<file path="src/rtl/mem_arbiter_if.sv">
// mem_arbiter_if: fetch, load/store and shared-memory handshake bundle for mem_arbiter
interface mem_arbiter_if;
   logic        inst_req;
   logic [31:0] inst_addr;
   logic        inst_addr_ok;
   logic        inst_data_ok;
   logic [31:0] inst_rdata;
   logic        data_req;
   logic        data_wr;
   logic [1:0]  data_size;
   logic [31:0] data_addr;
   logic [31:0] data_wdata;
   logic        data_addr_ok;
   logic        data_data_ok;
   logic [31:0] data_rdata;
   logic        mem_req;
   logic        mem_wr;
   logic [1:0]  mem_size;
   logic [31:0] mem_addr;
   logic [31:0] mem_wdata;
   logic        mem_addr_ok;
   logic        mem_data_ok;
   logic [31:0] mem_rdata;

   // arbiter view: masters and memory responses come in, grants and the shared request go out
   modport slave (
      input  inst_req, inst_addr,
      output inst_addr_ok, inst_data_ok, inst_rdata,
      input  data_req, data_wr, data_size, data_addr, data_wdata,
      output data_addr_ok, data_data_ok, data_rdata,
      output mem_req, mem_wr, mem_size, mem_addr, mem_wdata,
      input  mem_addr_ok, mem_data_ok, mem_rdata
   );

   // environment view: drives both masters and the memory side
   modport master (
      output inst_req, inst_addr,
      input  inst_addr_ok, inst_data_ok, inst_rdata,
      output data_req, data_wr, data_size, data_addr, data_wdata,
      input  data_addr_ok, data_data_ok, data_rdata,
      input  mem_req, mem_wr, mem_size, mem_addr, mem_wdata,
      output mem_addr_ok, mem_data_ok, mem_rdata
   );
endinterface

</file>
<file path="src/rtl/mem_arbiter.sv">
// mem_arbiter: fixed-priority (data over inst) single-outstanding arbiter onto one memory port
module mem_arbiter (
   input logic          clk,
   input logic          reset,
   mem_arbiter_if.slave arb
);
   localparam logic [1:0] IDLE = 2'd0;
   localparam logic [1:0] ADDR = 2'd1;
   localparam logic [1:0] DATA = 2'd2;
   localparam logic OWN_INST = 1'b0;
   localparam logic OWN_DATA = 1'b1;

   logic [1:0]  state_q, state_d;
   logic        owner_q, owner_d;
   logic        wr_q, wr_d;
   logic [1:0]  size_q, size_d;
   logic [31:0] addr_q, addr_d;
   logic [31:0] wdata_q, wdata_d;
   logic        grant_data, grant_inst, addr_hs, data_hs;

   // Requests are only looked at in IDLE; memory handshakes only count in their own phase
   assign grant_data = (state_q == IDLE) && arb.data_req;
   assign grant_inst = (state_q == IDLE) && !arb.data_req && arb.inst_req;
   assign addr_hs    = (state_q == ADDR) && arb.mem_addr_ok;
   assign data_hs    = (state_q == DATA) && arb.mem_data_ok;

   // next state and payload capture at grant time
   always_comb begin
      state_d = (grant_data || grant_inst) ? ADDR :
                addr_hs ? DATA :
                data_hs ? IDLE : state_q;
      owner_d = grant_data ? OWN_DATA : grant_inst ? OWN_INST : owner_q;
      wr_d    = grant_data ? arb.data_wr : grant_inst ? 1'b0 : wr_q;
      size_d  = grant_data ? arb.data_size : grant_inst ? 2'b10 : size_q;
      addr_d  = grant_data ? arb.data_addr : grant_inst ? arb.inst_addr : addr_q;
      wdata_d = grant_data ? arb.data_wdata : grant_inst ? 32'd0 : wdata_q;
   end

   // state and latched payload registers
   always_ff @(posedge clk) begin
      if (reset) begin
         state_q <= IDLE;
         owner_q <= OWN_INST;
         wr_q    <= 1'b0;
         size_q  <= 2'b00;
         addr_q  <= 32'd0;
         wdata_q <= 32'd0;
      end else begin
         state_q <= state_d;
         owner_q <= owner_d;
         wr_q    <= wr_d;
         size_q  <= size_d;
         addr_q  <= addr_d;
         wdata_q <= wdata_d;
      end
   end

   // mem payload comes only from the latched copy so master changes after grant cannot leak through
   assign arb.mem_req   = (state_q == ADDR);
   assign arb.mem_wr    = wr_q;
   assign arb.mem_size  = size_q;
   assign arb.mem_addr  = addr_q;
   assign arb.mem_wdata = wdata_q;

   assign arb.inst_addr_ok = addr_hs && (owner_q == OWN_INST);
   assign arb.data_addr_ok = addr_hs && (owner_q == OWN_DATA);
   assign arb.inst_data_ok = data_hs && (owner_q == OWN_INST);
   assign arb.data_data_ok = data_hs && (owner_q == OWN_DATA);
   assign arb.inst_rdata   = arb.mem_rdata;
   assign arb.data_rdata   = arb.mem_rdata;
endmodule

</file>
<file path="src/flat_wrapper.sv">
// flat-port wrapper written by rule: the top's interface ports become plain ports
module mem_arbiter_flat 
  (clk, reset, arb_inst_req, arb_inst_addr, arb_inst_addr_ok, arb_inst_data_ok, arb_inst_rdata, arb_data_req, arb_data_wr, arb_data_size, arb_data_addr, arb_data_wdata, arb_data_addr_ok, arb_data_data_ok, arb_data_rdata, arb_mem_req, arb_mem_wr, arb_mem_size, arb_mem_addr, arb_mem_wdata, arb_mem_addr_ok, arb_mem_data_ok, arb_mem_rdata);
  mem_arbiter_if arb_i ();
  input logic clk;
  input logic reset;
  input wire logic [$bits(arb_i.inst_req)-1:0] arb_inst_req;
  input wire logic [$bits(arb_i.inst_addr)-1:0] arb_inst_addr;
  output wire logic [$bits(arb_i.inst_addr_ok)-1:0] arb_inst_addr_ok;
  output wire logic [$bits(arb_i.inst_data_ok)-1:0] arb_inst_data_ok;
  output wire logic [$bits(arb_i.inst_rdata)-1:0] arb_inst_rdata;
  input wire logic [$bits(arb_i.data_req)-1:0] arb_data_req;
  input wire logic [$bits(arb_i.data_wr)-1:0] arb_data_wr;
  input wire logic [$bits(arb_i.data_size)-1:0] arb_data_size;
  input wire logic [$bits(arb_i.data_addr)-1:0] arb_data_addr;
  input wire logic [$bits(arb_i.data_wdata)-1:0] arb_data_wdata;
  output wire logic [$bits(arb_i.data_addr_ok)-1:0] arb_data_addr_ok;
  output wire logic [$bits(arb_i.data_data_ok)-1:0] arb_data_data_ok;
  output wire logic [$bits(arb_i.data_rdata)-1:0] arb_data_rdata;
  output wire logic [$bits(arb_i.mem_req)-1:0] arb_mem_req;
  output wire logic [$bits(arb_i.mem_wr)-1:0] arb_mem_wr;
  output wire logic [$bits(arb_i.mem_size)-1:0] arb_mem_size;
  output wire logic [$bits(arb_i.mem_addr)-1:0] arb_mem_addr;
  output wire logic [$bits(arb_i.mem_wdata)-1:0] arb_mem_wdata;
  input wire logic [$bits(arb_i.mem_addr_ok)-1:0] arb_mem_addr_ok;
  input wire logic [$bits(arb_i.mem_data_ok)-1:0] arb_mem_data_ok;
  input wire logic [$bits(arb_i.mem_rdata)-1:0] arb_mem_rdata;
  assign arb_i.inst_req = arb_inst_req;
  assign arb_i.inst_addr = arb_inst_addr;
  assign arb_inst_addr_ok = arb_i.inst_addr_ok;
  assign arb_inst_data_ok = arb_i.inst_data_ok;
  assign arb_inst_rdata = arb_i.inst_rdata;
  assign arb_i.data_req = arb_data_req;
  assign arb_i.data_wr = arb_data_wr;
  assign arb_i.data_size = arb_data_size;
  assign arb_i.data_addr = arb_data_addr;
  assign arb_i.data_wdata = arb_data_wdata;
  assign arb_data_addr_ok = arb_i.data_addr_ok;
  assign arb_data_data_ok = arb_i.data_data_ok;
  assign arb_data_rdata = arb_i.data_rdata;
  assign arb_mem_req = arb_i.mem_req;
  assign arb_mem_wr = arb_i.mem_wr;
  assign arb_mem_size = arb_i.mem_size;
  assign arb_mem_addr = arb_i.mem_addr;
  assign arb_mem_wdata = arb_i.mem_wdata;
  assign arb_i.mem_addr_ok = arb_mem_addr_ok;
  assign arb_i.mem_data_ok = arb_mem_data_ok;
  assign arb_i.mem_rdata = arb_mem_rdata;
  mem_arbiter u_core (.clk(clk), .reset(reset), .arb(arb_i));
endmodule
</file>
<file path="config.mk">
export PLATFORM = sky130hd
export DESIGN_NAME = mem_arbiter_flat
export DESIGN_NICKNAME = d
export VERILOG_FILES = /design/src/rtl/mem_arbiter_if.sv /design/src/rtl/mem_arbiter.sv /design/src/flat_wrapper.sv
export SDC_FILE = /design/constraint.sdc
export NUM_CORES = 1
export LEC_CHECK = 0
export ABC_AREA = 1
export CAP_MARGIN = 20
export CORE_MARGIN = 10
export CORE_UTILIZATION = 30
export DETAILED_ROUTE_END_ITERATION = 10
export DONT_BUFFER_PORTS = 1
export GPL_ROUTABILITY_DRIVEN = 1
export GPL_TIMING_DRIVEN = 0
export SETUP_SLACK_MARGIN = 0.1
export SLEW_MARGIN = 25
export SYNTH_ARGS = -nofsm -noshare
export SYNTH_HDL_FRONTEND = slang
export SYNTH_SLANG_ARGS = --single-unit
</file>
<file path="constraint.sdc">
create_clock -name clk -period 3.22 [get_ports clk]
set_input_delay 0.805 -clock clk [delete_from_list [all_inputs] [get_ports clk]]
set_output_delay 0.805 -clock clk [all_outputs]
set_load 0.03 [all_outputs]
</file>
* After elaboration in Yosys (flattened, before gate mapping)
Cells that the tools add are included.
Storage, ports and cells: register bits 70, input bits 137, word-level logic and storage cells 38
Operators by class: eq/ne operators 2, muxes and demuxes 12, bitwise logic cells 1, reductions and logical operators 16
Operators with widths (count):
- 32-bit two-way mux | 4
- 1-bit logical AND | 9
- 2-bit two-way mux | 4
- 1-bit two-way mux | 4
- 2-bit nonzero test | 2
- 3-bit nonzero test | 1
- 2-bit by 1-bit equality test with 1-bit output, second input constant | 1
- 2-bit equality test, second input constant | 1
- 2-bit logical NOT | 1
- 2-bit OR reduction | 1
- 1-bit logical NOT | 1
- 1-bit logical OR | 1
- 1-bit NOT | 1

* Depth between registers and ports, before layout
Gate-level depths: netlist of the first run.
word-level depth 5, gate-level depth with buffers 7, gate-level depth less buffers 6

* Worst setup path before layout of the first run
OpenSTA, ideal clock, no wires.
kind register to output, start register u_core.state_q[0], end output arb_data_addr_ok, arrival 1.511 ns, required time 2.415 ns, slack 0.904 ns, stages on the path, launching flop included 5, cell sequence dfxtp_1 > inv_1 > nor2_1 > nand2_1 > nor2_1
Between the ends: word-level cells in the longest chain between the ends 3
RTL lines:
- start, declared | RTL line mem_arbiter.sv:13 | logic [1:0] state_q, state_d;
- start signal, assigned | RTL line mem_arbiter.sv:49 | state_q <= state_d;
- 2-bit by 1-bit equality test with 1-bit output
- net arb_mem_req | RTL line flat_wrapper.sv:20 | output wire logic [$bits(arb_i.mem_req)-1:0] arb_mem_req;
- 1-bit logical AND | RTL line mem_arbiter.sv:24 | assign addr_hs = (state_q == ADDR) && arb.mem_addr_ok;
- 1-bit logical AND | RTL line mem_arbiter.sv:66 | assign arb.data_addr_ok = addr_hs && (owner_q == OWN_DATA);
- end, declared | RTL line flat_wrapper.sv:17 | output wire logic [$bits(arb_i.data_addr_ok)-1:0] arb_data_addr_ok;
The timed path passes the listed nets, and every way through them passes these cells.

* Worst setup path after layout of the first run
start register u_core.state_q[0], end output arb_inst_addr_ok
Between the ends: word-level cells in the longest chain between the ends 3
RTL lines:
- 2-bit by 1-bit equality test with 1-bit output
- net arb_mem_req | RTL line flat_wrapper.sv:20
- 1-bit logical AND | RTL line mem_arbiter.sv:24
- 1-bit logical AND | RTL line mem_arbiter.sv:65 | assign arb.inst_addr_ok = addr_hs && (owner_q == OWN_INST);
- end, declared | RTL line flat_wrapper.sv:9 | output wire logic [$bits(arb_i.inst_addr_ok)-1:0] arb_inst_addr_ok;
The timed path passes the listed nets, and every way through them passes these cells.

==> parameters.txt, run 1 <==
Parameter                              Value

Yosys
  Flip-flop cell with the highest count after synthesis ... sky130_fd_sc_hd__dfxtp_1
  Flop and latch count out of synthesis ... 70
  Top post-synthesis cells by count ... 169 x sky130_fd_sc_hd__nand2_1, 133 x sky130_fd_sc_hd__nand3_1, 70 x sky130_fd_sc_hd__dfxtp_1, 68 x sky130_fd_sc_hd__buf_4, 16 x sky130_fd_sc_hd__buf_2
  Cells taking the most area after synthesis ... sky130_fd_sc_hd__dfxtp_1 40%, sky130_fd_sc_hd__nand3_1 19%, sky130_fd_sc_hd__nand2_1 18%, sky130_fd_sc_hd__buf_4 15%, sky130_fd_sc_hd__buf_2 2.3%
  Synth cell types ... 16
  Mapped Nets ... 627
  Synth warn ... 0
  Share of synthesized flip-flops with an asynchronous set or reset ... 0%
  Mean post-synth cell area ... 7.065 um^2
  Top cell type by total area after synthesis ... sky130_fd_sc_hd__dfxtp_1
  Number of enable flip-flop cells after synthesis ... 0
  Most used standard cell by instance count after synthesis ... sky130_fd_sc_hd__nand2_1
  Sequential cell area fraction in the yosys report ... 40.48%
  Number of instances in the synthesized netlist ... 490
  Syn Std Cell Area ... 3462 um^2
  Fraction of synthesized cell area taken by the top area cell type ... 40.48%

STA
  RSZ-0062 raised after global routing ... no
  Worst slew margin relative to its limit ... 57.42%
  Max-slew violations ... 0
  Skew final ... 0.005985 ns
  Shortest period the worst path allows ... 2.813 ns
  Portion of the clock cycle consumed by the worst path in the final layout ... 87.35%
  Sum of negative setup slack ... 0 ns
  Transition time of the tightest slew-check pin ... 0.6364 ns
  Final setup viols ... 0
  Hold violation total from the final report ... 0
  FMAX ... 0.3555 GHz
  Setup slack of the critical path after layout ... 0.4073 ns

Pwr
  Cell Pwr Density ... 666.2 nW/um^2
  Peak ir drop on the vdd network ... 0.0003266 V
  P_leak ... 0.002022 uW
  Logic gate share of total power ... 17.5%
  Share of total power in sequential cells ... 43.7%
  Internal cell power ... 1732 uW
  Total design power ... 2631 uW
  Switching part of the total power ... 34.16%
  Switching power total ... 898.6 uW
  Proportion of power drawn by the clock network ... 38.8%

Floorplan
  Area of the core ... 11370 um^2
  Die Ht ... 127.4 um
  Effective utilization at floorplan ... 30.45%
  Floorplan row count ... 39
  Die width ... 127.4 um
  DIE AREA ... 16240 um^2
  I/O pins ... 273

Setup path
  Worst r2r dst ... u_core.arb.mem_addr[18]
  Register-to-Register Setup Slack ... 1.63 ns
  Crit path top cell by count ... sky130_fd_sc_hd__nor2_1
  Crit Path Category ... flip-flop to output pin
  Arrival time at the worst endpoint ... 2.01 ns
  R2r worst-path depth ... 6
  Count of buffering cells on the critical path with inverters included ... 1
  WP depth ... 4
  Worst-path cell with the longest stage delay ... sky130_fd_sc_hd__nor2_1
  Max stage delay on crit path ... 0.49 ns
  Largest delay contributor family on the critical path ... simple AND/OR/NAND/NOR gates
  Required time of the critical path ... 2.41 ns
  CP max FO ... 4
  Start of the worst register-to-register path ... u_core.state_q[1]
  CP Launch Type ... flip-flop
  Nature of the critical path endpoint ... output pin
  CP cell instances ... inv_1 > nor2_1 > nand2_1 > nor2_1

Cells and area
  Core Util, Final ... 34.73%
  Area taken by flip-flops and latches ... 1401 um^2
  Count of inserted antenna diode cells ... 0
  Layout cells sized above 1 ... 20.79%
  Filler Cell Count ... 1184
  Count of nets after finishing ... 638
  Multi-input gate area in the final layout ... 1388 um^2
  Final Non-Filler Cells ... 648
  Area growth from synthesis to layout ... 14.06%

GRT
  Antenna violations before repair ... 0
  Largest net degree at the start of global routing ... 13
  Final global-route overflow total ... 0
  Global-route wire length before repair ... 18370 um
  Via count of the first global-routing pass ... 3275
  Global-route usage over all layers ... 14.23%

Routing
  Drt first pass iters ... 5
  Total wire length after detailed routing ... 12520 um
  Detailed Route Iter0 Violations ... 159
  WL/cell ... 19.32 um
  Via total after detailed routing ... 3170
  Count of unresolved DRC violations after routing ... 0
  Remaining antenna violation count ... 0
  Drt via density ... 4.892

CTS
  Total of hold buffers inserted after clock tree synthesis ... 0
  H-tree depth reported by CTS ... 3
  Post-CTS setup buffer count ... 0
  Register clock-pin slew on the reported worst setup and hold paths ... 0.06 ns
  Number of gates given a new drive strength after cts ... 0
  TritonCTS Sinks ... 70
  Clock root buffer ... sky130_fd_sc_hd__clkbuf_16
  Clk_lat worst skew ... 0.32 ns
  TritonCTS clock tree ... built
  TritonCTS Buffers ... 9
  Number of buffers on the longest clock path ... 2

Placed design
  Worst slack at placement ... 0.7616 ns
  Placed instance count ... 633
  Placer's final routability congestion estimate ... 0.7862
  Port Buffer Count ... 0
  DPL Wire Length ... 10230 um

Job
  Max-Cap Viols ... 0

Hold path
  Hold path depth ... 2
  Min-Delay Path Class ... flip-flop to flip-flop
  Launch point of the worst hold path ... u_core.owner_q
  Endpoint with the worst hold slack ... u_core.owner_q

Status
  Outcome ... complete, no violations
==> worst min-delay path: cells and delay by family (launching register included) <==
family          cells  cell delay (ns)
compound gates      1             0.05
flops               1             0.34
simple gates        1             0.08
==> sequential cells by signal, indices dropped and copies added (netlist names) <==
| name | cells |
|---|---|
| u_core.state_q | 2 |
| u_core.owner_q | 1 |
| u_core.arb.mem_size | 2 |
| u_core.arb.mem_addr | 32 |
| u_core.arb.mem_wdata | 32 |
| u_core.arb.mem_wr | 1 |
==> power groups by stage <==
| stage | clock network (uW) | registers (uW) | logic [uW] |
|---|---|---|---|
| after floorplan | 0 | 1140 | 381 |
| after global placement | 0 | 1170 | 459 |
| after detailed placement | 0 | 1170 | 468 |
| after CTS | 1040 | 1150 | 467 |
| after global routing | 1080 | 1160 | 512 |
| final | 1020 | 1150 | 461 |
==> cell type report <==
cell class / count / area share [%]
Tap cell: 143 / 4.531
Clock buffer: 11 / 6.400
Buffer: 98 / 16.48
Clock inverter: 4 / 1.394
Inverter: 6 / 0.5703
Multi-Input combinational cell: 316 / 35.14
Sequential cell: 70 / 35.49
==> layer usage <==
metal | track usage (%) | part of all wire (%) | vias to the layer above
met5 | 0 | 0 | -
met4 | 4.421 | 1.4 | 0
met3 | 9.429 | 16 | 16
met2 | 24.21 | 49 | 200
met1 | 13.70 | 33 | 1424
li1 | - | - | 1530
==> worst max-delay path by stage <==
stage	to	slack, ns	from
after global routing	arb_data_addr_ok	0.29	u_core.state_q[0]
after floorplan	arb_data_addr_ok	0.90	u_core.state_q[0]
after detailed placement	arb_data_addr_ok	0.76	u_core.state_q[0]
after global placement	arb_data_addr_ok	0.78	u_core.state_q[0]
final	arb_inst_addr_ok	0.41	u_core.state_q[0]
after CTS	arb_data_addr_ok	0.40	u_core.state_q[0]
==> cell families after synthesis <==
kind of cell	count (synthesis)	share of synthesized area, %
AOI/OAI and AO/OA	5	1.048
buffers and inverters	104	19.44
DFF	70	40.48
and+or+nand+nor	311	39.03
==> layout by cell type (no fill, tap or decap), types with 2 or more instances in the layout <==
master	netlist	final
sky130_fd_sc_hd__buf_4	68	68
sky130_fd_sc_hd__inv_1	5	5
sky130_fd_sc_hd__a21oi_1	3	3
sky130_fd_sc_hd__nor2_1	6	6
sky130_fd_sc_hd__nand2_1	169	169
sky130_fd_sc_hd__nand3_1	133	133
sky130_fd_sc_hd__clkbuf_16	0	9
sky130_fd_sc_hd__clkbuf_8	0	2
sky130_fd_sc_hd__buf_1	8	8
sky130_fd_sc_hd__dfxtp_1	70	70
sky130_fd_sc_hd__clkbuf_1	5	5
sky130_fd_sc_hd__nor2_4	2	2
sky130_fd_sc_hd__buf_2	16	16
==> stage by stage <==
step | area [um^2] | hold WS, ns
finish | 3949 | 0.5052
global route | 3949 | 0.5226
CTS | 3949 | 0.5060
detailed placement | 3641 | 0.4975
global placement | 3641 | 0.4877
floorplan | 3462 | 0.4596
Note: power is estimated with default switching activity, not from simulation.
==> run 2, diff against run 1 <==
Settings changed: GPL_TIMING_DRIVEN 0 to default, SKIP_CTS_REPAIR_TIMING from default to 1.
==> parameters.txt, run 2 (synthesis gave the netlist of run 1 again) <==
Parameter                              Value

Floorplan
  Die width ... 127.4 um (unchanged)
  I/O pins ... 273 (unchanged)
  Floorplan row count ... 39 (unchanged)
  DIE AREA ... 16240 um^2 (unchanged)
  Die Ht ... 127.4 um (unchanged)
  Effective utilization at floorplan ... 30.45% (unchanged)
  Area of the core ... 11370 um^2 (unchanged)

Cells and area
  Count of inserted antenna diode cells ... 0 (unchanged)
  Most frequent standard cell in the layout excluding fill and tap cells ... sky130_fd_sc_hd__nand2_1
  Count of nets after finishing ... 545 (-15%)
  Area growth from synthesis to layout ... -4.192%
  Top library cells by usage in the layout, fill and taps aside ... 169 x sky130_fd_sc_hd__nand2_1, 133 x sky130_fd_sc_hd__nand3_1, 70 x sky130_fd_sc_hd__dfxtp_1, 9 x sky130_fd_sc_hd__clkbuf_16, 6 x sky130_fd_sc_hd__nor2_1
  Layout cells sized above 1 ... 6.295% (-14 points)

STA
  Hold violation total from the final report ... 0 (unchanged)
  Transition time of the tightest slew-check pin ... 0.7631 ns (+0.1267 ns)
  Sum of negative setup slack ... 0 ns (unchanged)
  Portion of the clock cycle consumed by the worst path in the final layout ... 72.04% (-15 points)
  FMAX ... 0.4311 GHz (+21%)
  Skew final ... 0.004555 ns (-0.001430 ns)
  Worst slew margin relative to its limit ... 49.01% (-8.4 points)
  Final worst hold slack ... 0.5112 ns (+0.005921 ns)
  Max-slew violations ... 0 (unchanged)
  Shortest period the worst path allows ... 2.320 ns (-0.4931 ns)
  RSZ-0062 raised after global routing ... no
  Final setup viols ... 0 (unchanged)

Placed design
  Port Buffer Count ... 0 (unchanged)
  DPL Wire Length ... 7524 um (-26%)
  Placer's final routability congestion estimate ... 0.7385 (-6.1%)

CTS
  TritonCTS clock tree ... built
  H-tree depth reported by CTS ... 3 (unchanged)
  Clock root buffer ... sky130_fd_sc_hd__clkbuf_16
  Clk_lat worst skew ... 0.33 ns (about the same)
  TritonCTS Sinks ... 70 (unchanged)
  Number of buffers on the longest clock path ... 2 (unchanged)
  Register clock-pin slew on the reported worst setup and hold paths ... 0.06 ns (about the same)
  TritonCTS Buffers ... 9 (unchanged)

Routing
  Drt via density ... 4.989 (+2.0%)
  Remaining antenna violation count ... 0 (unchanged)
  Count of unresolved DRC violations after routing ... 0 (unchanged)
  Detailed Route Iter0 Violations ... 155 (-2.5%)
  Total wire length after detailed routing ... 10310 um (-18%)
  Via total after detailed routing ... 2774 (-12%)
  Drt first pass iters ... 4 (-1)
  WL/cell ... 18.54 um (-4.0%)

Setup path
  Required time of the critical path ... 2.41 ns (about the same)
  CP max FO ... 4 (unchanged)
  Crit path top cell by count ... sky130_fd_sc_hd__nor2_1
  CP Launch Type ... flip-flop
  Start of the worst register-to-register path ... u_core.state_q[1]
  Setup crit end ... arb_inst_addr_ok
  Worst-path cell with the longest stage delay ... sky130_fd_sc_hd__nor2_1
  Arrival time at the worst endpoint ... 1.51 ns (-0.50 ns)
  Crit Path Category ... flip-flop to output pin
  R2r worst-path depth ... 5 (-1)
  Worst r2r dst ... u_core.arb.mem_addr[10]
  Max stage delay on crit path ... 0.46 ns (-0.03 ns)
  Crit. Startpoint ... u_core.state_q[0]
  Register-to-Register Setup Slack ... 1.31 ns (-0.32 ns)
  Nature of the critical path endpoint ... output pin
  CP cell instances ... inv_1 > nor2_1 > nand2_1 > nor2_1

GRT
  Largest net degree at the start of global routing ... 75 (+62)
  Global-route wire length before repair ... 15970 um (-13%)
  Final global-route overflow total ... 0 (unchanged)
  Antenna violations before repair ... 0 (unchanged)
  Global-route usage over all layers ... 12.40% (-1.8 points)
  Via count of the first global-routing pass ... 2904 (-11%)

Job
  Max-Cap Viols ... 0 (unchanged)

Pwr
  Cell Pwr Density ... 701.7 nW/um^2 (+5.3%)
  P_leak ... 0.001622 uW (-20%)
  Peak ir drop on the vdd network ... 0.0003067 V (-6.1%)

Status
  Outcome ... complete, no violations

Hold path
  Min-Delay Path Class ... flip-flop to flip-flop
[run 2: changes by cell type in the layout (fill, tap and decap cells not counted), moves of 2 or more]
cell / previous run / this run
sky130_fd_sc_hd__buf_1: 8 / 0
sky130_fd_sc_hd__buf_2: 16 / 0
sky130_fd_sc_hd__buf_4: 68 / 4
sky130_fd_sc_hd__clkbuf_1: 5 / 1
sky130_fd_sc_hd__clkinv_2: 0 / 2
[run 2: worst min-delay path by stage]
stage / slack [ns] / to / start / cells past startpoint
2_1_floorplan: 0.46 / u_core.owner_q / u_core.owner_q / 2
3_3_place_gp: 0.50 / u_core.state_q[0] / u_core.state_q[0] / 2
3_5_place_dp: 0.50 / u_core.state_q[0] / u_core.state_q[0] / 2
4_1_cts: 0.51 / u_core.state_q[0] / u_core.state_q[0] / 2
5_1_grt: 0.52 / u_core.state_q[0] / reset / 1
6_report: 0.51 / u_core.state_q[0] / u_core.state_q[0] / 2
[run 2: area by class of cell]
class                      count  area, um^2
clock buffer                  11       242.7
clock inverter                 5       33.78
fill                        1247        8053
inverter                       6       22.52
multi-input combinational    316        1388
sequential                    70        1401
tap                          143       178.9
timing repair buffer           5       50.05
[run 2: power breakdown]
part	internal [uW]	switching (uW)	total, uW
Combinational	77.4	189	267
Sequential	943	204	1150
Clock	542	371	913
Total	1560	765	2330
[run 2: per-stage QoR]
step	area [um^2]	utilization [%]	power, uW	std cells	setup slack [ns]
finish	3317	29.17	2327	556	0.9004
floorplan	3462	-	1524	490	0.9036
detailed placement	3040	26.74	1444	540	1.002
global route	3317	29.17	2467	556	0.7470
global placement	3040	26.74	1431	540	1.001
CTS	3317	29.17	2379	556	0.8746
[run 2: worst max-delay path: cells and delay by family (launching register included)]
family,cells,cell delay (ns)
DFF,1,0.39
buffers and inverters,1,0.08
and+or+nand+nor,3,0.71
[run 2: layer usage]
metal / up-vias / routed length (um) / global-route usage, %
met5: - / 0 / 0
met4: 0 / 297 / 6.162
met3: 37 / 1423 / 7.155
met2: 141 / 5002 / 20.91
met1: 1250 / 3585 / 11.87
li1: 1346 / - / -
==> run 3, diff against run 2 <==
Clock period 3.22 ns to 2 ns, I/O delays scaled along.
==> parameters.txt, run 3 (synthesis gave the netlist of run 1 again) <==
Parameter                              Value

Cells and area
  Most frequent standard cell in the layout excluding fill and tap cells ... sky130_fd_sc_hd__nand2_1
  Filler Cell Count ... 1244 (-0.24%)
  Count of inserted antenna diode cells ... 0 (unchanged)
  Top library cells by usage in the layout, fill and taps aside ... 168 x sky130_fd_sc_hd__nand2_1, 133 x sky130_fd_sc_hd__nand3_1, 69 x sky130_fd_sc_hd__dfxtp_1, 9 x sky130_fd_sc_hd__clkbuf_16, 9 x sky130_fd_sc_hd__buf_4
  Count of nets after finishing ... 551 (+1.1%)
  Final Non-Filler Cells ... 562 (+1.1%)
  Area growth from synthesis to layout ... -1.446%
  Layout cells sized above 1 ... 8.831% (+2.5 points)

STA
  Skew final ... 0.006471 ns (+0.001916 ns)
  Portion of the clock cycle consumed by the worst path in the final layout ... 89.38%
  Shortest period the worst path allows ... 1.788 ns
  Worst slew margin relative to its limit ... 48.55% (-0.45 points)
  Final setup viols ... 0 (unchanged)
  Hold violation total from the final report ... 0 (unchanged)
  Transition time of the tightest slew-check pin ... 0.7699 ns (+0.006794 ns)
  Final worst hold slack ... 0.2222 ns (-0.2890 ns)
  Max-slew violations ... 0 (unchanged)
  FMAX ... 0.5594 GHz
  RSZ-0062 raised after global routing ... no

Routing
  Detailed Route Iter0 Violations ... 168 (+8.4%)
  Total wire length after detailed routing ... 10310 um (about the same)
  Drt first pass iters ... 4 (unchanged)
  Remaining antenna violation count ... 0 (unchanged)
  Drt via density ... 4.940 (-1.0%)
  Via total after detailed routing ... 2776 (+0.072%)
  Count of unresolved DRC violations after routing ... 0 (unchanged)
  WL/cell ... 18.35 um (-1.1%)

Setup path
  Worst r2r dst ... u_core.arb.mem_wdata[3]
  Register-to-Register Setup Slack ... 0.41 ns (-0.90 ns)
  CP max FO ... 4 (unchanged)
  Count of buffering cells on the critical path with inverters included ... 1 (unchanged)
  Worst-path cell with the longest stage delay ... sky130_fd_sc_hd__dfxtp_1
  Max stage delay on crit path ... 0.44 ns (-0.02 ns)
  Start of the worst register-to-register path ... u_core.state_q[1]
  Crit Path Category ... flip-flop to output pin
  CP Launch Type ... flip-flop
  Required time of the critical path ... 1.50 ns (-0.91 ns)
  Crit. Startpoint ... u_core.state_q[1]
  R2r worst-path depth ... 6 (+1)
  Arrival time at the worst endpoint ... 1.29 ns (-0.22 ns)
  Largest delay contributor family on the critical path ... flip-flops
  CP cell instances ... nand3_1 > nor2_1 > buf_4
  Nature of the critical path endpoint ... output pin

Floorplan
  Effective utilization at floorplan ... 30.45% (unchanged)
  Floorplan row count ... 39 (unchanged)
  Die Ht ... 127.4 um (unchanged)
  Area of the core ... 11370 um^2 (unchanged)
  Die width ... 127.4 um (unchanged)
  DIE AREA ... 16240 um^2 (unchanged)
  I/O pins ... 273 (unchanged)

Status
  Outcome ... complete, no violations

CTS
  Clock root buffer ... sky130_fd_sc_hd__clkbuf_16
  Clk_lat worst skew ... 0.34 ns (about the same)
  Register clock-pin slew on the reported worst setup and hold paths ... 0.06 ns (about the same)
  Number of buffers on the longest clock path ... 2 (unchanged)
  TritonCTS Buffers ... 9 (unchanged)
  H-tree depth reported by CTS ... 3 (unchanged)
  TritonCTS clock tree ... built
  TritonCTS Sinks ... 70 (unchanged)

Pwr
  P_leak ... 0.001680 uW (+3.5%)
  Peak ir drop on the vdd network ... 0.0004478 V (+46%)
  Cell Pwr Density ... 1146 nW/um^2 (+63%)

Job
  Max-Cap Viols ... 0 (unchanged)

Placed design
  Port Buffer Count ... 0 (unchanged)
  DPL Wire Length ... 7456 um (-0.90%)
  Placer's final routability congestion estimate ... 0.7422 (+0.50%)
  Placed instance count ... 546 (+1.1%)

Hold path
  Launch point of the worst hold path ... reset
  Endpoint with the worst hold slack ... u_core.state_q[0]
  Min-Delay Path Class ... primary input to flip-flop
  Hold path depth ... 1 (-1)

GRT
  Antenna violations before repair ... 0 (unchanged)
  Global-route wire length before repair ... 15460 um (-3.2%)
  Largest net degree at the start of global routing ... 75 (unchanged)
  Global-route usage over all layers ... 12.10% (-0.30 points)
  Via count of the first global-routing pass ... 2686 (-7.5%)
  Final global-route overflow total ... 0 (unchanged)
-- run 3: cell types whose count changed in the layout (fill, tap and decap cells not counted), moves of 2 or more --
cell                         delta
sky130_fd_sc_hd__buf_4          +5
sky130_fd_sc_hd__nor2_2         +2
sky130_fd_sc_hd__clkinvlp_4     -2
sky130_fd_sc_hd__nor2_1         -2
-- run 3: worst max-delay path by stage --
stage / endpoint / cells past startpoint / slack, ns
finish: arb_data_data_ok / 3 / 0.21
global route: arb_data_addr_ok / 5 / 0.11
CTS: arb_inst_addr_ok / 5 / 0.09
detailed placement: u_core.arb.mem_wdata[18] / 6 / 0.42
global placement: arb_data_addr_ok / 5 / 0.47
floorplan: arb_data_addr_ok / 4 / -0.01
-- run 3: worst register-to-register path, stage by stage, from the launching register on --
cell	delay (ns)
sky130_fd_sc_hd__dfxtp_1	0.37
sky130_fd_sc_hd__nor2_4	0.18
sky130_fd_sc_hd__buf_4	0.23
sky130_fd_sc_hd__nand2_2	0.08
sky130_fd_sc_hd__inv_2	0.42
sky130_fd_sc_hd__nand3_1	0.17
sky130_fd_sc_hd__nand2_1	0.09
-- run 3: layer usage --
| layer | up-vias | routed length (um) | GRT usage [%] |
|---|---|---|---|
| met2 | 153 | 4891 | 18.98 |
| met5 | - | 0 | 0 |
| met1 | 1226 | 3684 | 12.17 |
| li1 | 1361 | - | - |
| met4 | 0 | 225 | 5.425 |
| met3 | 36 | 1508 | 8.313 |
-- run 3: power by group --
| group | total [uW] | switching (uW) | internal [uW] |
|---|---|---|---|
| sequential | 1850 | 328 | 1520 |
| combinational | 449 | 308 | 141 |
| clock | 1610 | 609 | 1000 |
-- run 3: layout make-up --
cell class                      instances  area, um^2  share of cell area [%]
Inverter                                6       22.52                  0.6601
Clock inverter                          6       66.31                   1.944
Sequential cell                        70        1403                   41.11
Multi-Input combinational cell        316        1395                   40.89
Timing Repair Buffer                   11       107.6                   3.154
Clock buffer                           10       239.0                   7.004
Tap cell                              143       178.9                   5.244
-- run 3: per-stage QoR --
step	worst slack (ns)	util, %	cell area (um^2)	setup TNS, ns	total power, uW
2_1_floorplan	-0.01144	-	3462	-0.02288	2453
5_1_grt	0.1068	30.01	3412	0	4119
3_3_place_gp	0.4739	27.25	3098	0	2317
4_1_cts	0.09193	29.93	3403	0	3982
3_5_place_dp	0.4219	27.25	3098	0	2333
6_report	0.2124	30.01	3412	0	3909
